==> config.mk <==
export PLATFORM = sky130hd
export DESIGN_NAME = max_finder_unit
export DESIGN_NICKNAME = d
export VERILOG_FILES = /design/src/rtl/max_finder_unit.sv
export SDC_FILE = /design/constraint.sdc
export NUM_CORES = 1
export LEC_CHECK = 0
export CORE_ASPECT_RATIO = 1.25
export CORE_MARGIN = 3
export CORE_UTILIZATION = 41
export DETAILED_ROUTE_END_ITERATION = 16
export GPL_TIMING_DRIVEN = 0
export PLACE_DENSITY = 0.79
export RECOVER_POWER = 50
export SETUP_SLACK_MARGIN = 0.1
export SYNTH_ARGS = -nofsm -noshare
export SYNTH_HDL_FRONTEND = slang
export SYNTH_SLANG_ARGS = --single-unit
==> constraint.sdc <==
create_clock -name clk_in -period 1.9 [get_ports clk_in]
set_input_delay 0.285 -clock clk_in [delete_from_list [all_inputs] [get_ports clk_in]]
set_output_delay 0.285 -clock clk_in [all_outputs]
set_load 0.005 [all_outputs]
==> src/rtl/max_finder_unit.sv <==
`default_nettype none
// ============================================================================
// Module   : max_finder_unit
// Brief    : Streaming peak detector; tracks the largest sample since the last
//            start/reset together with the position it arrived with.
// Revision : 1.0 - initial release
// ============================================================================
module max_finder_unit #(
    parameter int DATA_W = 8,
    parameter int POS_W  = 9
) (
    input  logic              clk_in,
    input  logic              rst_in,
    input  logic              start,
    input  logic              data_valid,
    input  logic [DATA_W-1:0] data_in,
    input  logic [POS_W-1:0]  data_pos,
    output logic [POS_W-1:0]  max_pos,
    output logic [DATA_W-1:0] max_value,
    output logic              max_found
);

    logic [DATA_W-1:0] r_max_value;
    logic [POS_W-1:0]  r_max_pos;
    logic              r_max_found;
    logic              w_take;

    // The first sample after a clear is taken even if it is zero; afterwards
    // only a strictly larger value wins, so ties keep the earlier position.
    assign w_take = data_valid && (!r_max_found || (data_in > r_max_value));

    always_ff @(posedge clk_in) begin
        if (rst_in || start) begin
            r_max_value <= '0;
            r_max_pos   <= '0;
            r_max_found <= 1'b0;
        end else if (w_take) begin
            r_max_value <= data_in;
            r_max_pos   <= data_pos;
            r_max_found <= 1'b1;
        end
    end

    assign max_value = r_max_value;
    assign max_pos   = r_max_pos;
    assign max_found = r_max_found;

endmodule
`default_nettype wire

; ---- After elaboration in Yosys (flattened, before gate mapping)
; Cells that the tools add are included.
[op_classes]
add_sub_neg = 0
multipliers = 0
div_mod_pow = 0
magnitude_cmp = 1
eq_ne = 0
n_shift = 0
n_mux = 0
bitwise_logic = 0
reduce_logical = 4
[ops]
columns = cell, n
row1 = 8-bit greater-than comparator, 1
row2 = 1-bit logical OR, 2
row3 = 1-bit logical AND, 1
row4 = 1-bit zero test, 1
[totals]
regBits = 18
latchBits = 0
mem_bits_rw = 0
rom_bits = 0
inputBits = 21
output_inout_bits = 18
word_cells = 8
n_memories = 0

; ---- Depth between registers and ports, before layout
[logic_depth]
ltp_word = 3
depth_mapped = 9
depth_no_buf = 7

; ---- Worst setup path before layout
; OpenSTA, ideal clock, no wires.
[synth_path]
kind = reg2reg
startpoint = register r_max_value[1], in the netlist max_value[1]
endpoint = register r_max_pos[0], in the netlist max_pos[0]
setup_time_ns = 0.119
arrival_time_ns = 1.597
required_time_ns = 1.781
setup_slack_ns = 0.184
stages_incl_launch_ff = 10
path_buffers = 2
period_less_slack_ns = 1.716
cell_sequence = dfxtp_1 inv_1 ha_1 nor2b_4 o211ai_2 a21oi_1 o221a_1 buf_6 buf_8 mux2i_1
[synth_between]
elab_chain_len = 3
[synth_lines]
columns = item, line_no
row1 = from (decl), 23  ; logic [DATA_W-1:0] r_max_value;
row2 = from (signal assigned), 38  ; r_max_value <= data_in;
row3 = 8-bit greater-than comparator, 30  ; assign w_take = data_valid && (!r_max_found || (data_in > r_max_value));
row4 = 1-bit logical OR, 30
row5 = 1-bit logical AND, 30
row6 = to (signal assigned), 39  ; r_max_pos <= data_pos;
row7 = to (decl), 24  ; logic [POS_W-1:0] r_max_pos;
; No other way between the ends.
; A chain may end at the register's enable or synchronous reset.

; ---- Final worst setup path
[layout_path]
startpoint = register r_max_value[6], in the netlist max_value[6]
endpoint = register r_max_pos[0], in the netlist max_pos[0]
; The elaborated chain is that of the path after synthesis.

==> results.toml <==
[setup_path]
worstRegToRegCells = 8
r2r_slack_ns = 0.05
required_ns = 2.13
cp_top_family = "flip-flops"
worstPathArrival_ns = 2.07
cpPeakStageDelay_ns = 0.39
critPathKind = "reg2reg"
cp-end-kind = "register"
crit_buf_inv = 3
critPathLaunchType = "register"
path_cells = "inv_1 > ha_1 > nand4_1 > a21oi_2 > o221a_1 > buf_6 > buf_12 > mux2i_1"
rr_startpoint = "max_value[6]"
cp_slowest_cell = "dfxtp_1"
rr_endpoint = "max_pos[0]"
path_max_fanout = 6

[clocking]
cts.path.max_buffers = 2
numClockSinks = 18
clockRootBuffer = "clkbuf_4"
hold_buffers = 0
cts_max_level = 1
path_clk_slew_ns = 0.11
cts_tree = "done"
clkLatencyLatePin_ns = 0.30
cts_made_buffers = 3

[yosys]
synthTopCellsByCount = "nand2_1, dfxtp_1, mux2i_1, inv_1, ha_1"
synth.top_cell.area_share_pct = 38.9
yosysTopAreaCell = "dfxtp_1"
synthAdderAreaFrac_pct = 10.8
netlist_instances = 105
async_flop_share_pct = 0
synthTopCellsByArea = "dfxtp_1, mux2i_1, nand2_1, ha_1, inv_1"
ys_warn_count = 0
yosysUniqueCellTypes = 18
synth.most_common_cell = "nand2_1"
synth_compound_area_share_pct = 5.94
synth_top_family_by_area = "simple AND/OR/NAND/NOR gates"
synth_nets = 134
synth_mux_area_share_pct = 18.4
synth_area_per_cell_um2 = 8.83
synth-seq-cells = 18
synth_edf_count = 0
synth_ff_type = "dfxtp_1"
seq_area_frac_synth_pct = 38.9
netlist_area_um2 = 927
synth_xor_area_share_pct = 0
yosys.area_share.simple_pct = 18.4

[floorplan]
start_util_pct = 45.2
io_pins = 39
die_h_um = 59.2
row_count = 18
die_area_um2 = 2870
coreArea_um2 = 2050
die_w_um = 48.5

[layout]
ff_latch_area_um2 = 362
drive_above_1_share_pct = 16.2
n_antenna_cell = 0
multiInputGateArea_um2 = 553
final_cells = 184
fin_nets = 184
fill_cells = 145
syn_to_final_growth_pct = 65.5

[placed_design]
placed_cells = 173
place_congestion = 0.785
port_buffers = 38
dp_hpwl_mm = 1.73

[drt]
final_antenna_net_count = 0
dr.pass1.iters = 4
viasPerCell = 4.93
drtIter0Drc = 4
totalWireLength_mm = 2.50
drc_errors = 0
routedWlPerCell_um = 13.6
num_vias = 907

[sta]
relSlewSlack_pct = 65.8
finalSetupViolations = 0
clock.fmax_mhz = 542
fin_crit_ns = 1.85
clock_skew_ns = 0.00135
finalHoldViolations = 0
slew_violations = 0
holdWs_ns = 0.260
finalCritPeriodShare_pct = 97.1
setup_tns_ns = 0
tightest_slew_ns = 0.511

[grt]
grt_overflow_total = 0
grt_usage_pct = 16.9
grt_start_max_net_pins = 11
antenna_found_initial = 0
grt_pass1_wl_mm = 3.71
grt_pass1_vias = 884

[power]
report.power.total_mw = 0.843
power.density_nw_per_um2 = 549
p_leak_nw = 0.705
peakVddDrop_mv = 0.452

[hold_path]
hold_depth = 3
min_to = "max_value[5]"
hold_start = "data_in[5]"
hp-class = "in2reg"

[job]
maxCapViolations = 0

[outcome]
status = "finished clean"
[registers in the layout, indices dropped and copies added, names as in the netlist]
| signal | cells |
|---|---|
| max_value | 8 |
| max_pos | 9 |
| max_found | 1 |
[area by class of cell]
type	count	area share (%)
Inverter	9	2.20
Buffer	5	2.77
Timing Repair Buffer	45	30.6
Multi-Input combinational cell	73	36.1
Tap cell	30	2.45
Sequential cell	18	23.6
Clock buffer	4	2.37
[power by group]
| group | switching, mW | internal, mW |
|---|---|---|
| registers | 0.00887 | 0.391 |
| logic | 0.0779 | 0.118 |
| clock network | 0.130 | 0.117 |
| total | 0.217 | 0.626 |
[worst max-delay path by stage]
stage / slack, ns / depth (start not counted) / endpoint / start
6_report: 0.05 / 8 / max_pos[0] / max_value[6]
5_1_grt: -0.04 / 8 / max_pos[0] / max_value[6]
3_5_place_dp: -0.29 / 9 / max_value[6] / data_in[1]
2_1_floorplan: 0.18 / 9 / max_pos[0] / max_value[1]
3_3_place_gp: -0.25 / 9 / max_pos[5] / data_in[1]
4_1_cts: 0.09 / 9 / max_value[1] / data_in[1]
[cell families after synthesis]
| family | count (synthesis) |
|---|---|
| simple gates | 41 |
| flops | 18 |
| mux | 17 |
| buf+inv | 14 |
| fa+ha+maj | 8 |
| compound gates | 7 |
[metrics by stage]
stage	setup WS [ns]	utilization (%)	instance area, um2
floorplan	0.184	-	927
CTS	0.0938	69.2	1420
detailed placement	-0.292	65.6	1350
global placement	-0.250	65.6	1350
global route	-0.0428	74.8	1530
finish	0.0549	74.8	1530
[what timing repair did]
item | in CTS | in global routing
gates resized for setup | 2 | 19
buffers inserted | 4 | 2
cloned | 0 | 1
setup endpoints to repair | 10 | 17
pin swaps | 1 | 5
[per-layer routing]
metal | wire length (um) | share of wire (%) | up-vias | GRT usage (%)
met5 | 0 | 0 | - | 0
met4 | 93 | 3.7 | 0 | 9.35
met3 | 211 | 8.4 | 10 | 5.79
met2 | 1340 | 54 | 42 | 32.7
met1 | 855 | 34 | 412 | 15.7
li1 | - | - | 443 | -
[cells in the final DEF (no fill, tap or decap)]
cell type | Yosys | final
clkbuf_16 | 0 | 1
ha_1 | 8 | 4
clkbuf_4 | 0 | 3
dfxtp_2 | 0 | 1
dlygate4sd3_1 | 0 | 14
o21a_1 | 1 | 1
nor2b_4 | 1 | 1
buf_6 | 1 | 2
o2111ai_2 | 0 | 1
inv_1 | 9 | 8
and3_1 | 1 | 1
inv_2 | 0 | 1
ha_4 | 0 | 3
a21oi_2 | 0 | 3
dlymetal6s2s_1 | 0 | 6
buf_4 | 0 | 5
nor2_1 | 1 | 1
nand2_1 | 36 | 36
dfxtp_1 | 18 | 17
ha_2 | 0 | 1
clkdlybuf4s50_1 | 0 | 18
mux2i_1 | 17 | 17
nand3_1 | 1 | 1
nand4_1 | 1 | 1
o221a_1 | 1 | 1
clkbuf_1 | 3 | 3
buf_12 | 0 | 1
clkbuf_8 | 0 | 1
o211ai_2 | 1 | 1
[worst min-delay path, delay by kind of cell]
family	cells	cell delay, ns
multiplexers	1	0.06
AND/OR/NAND/NOR	1	0.06
buffers and inverters	1	0.13
Note: power is estimated with default switching activity, not from simulation.
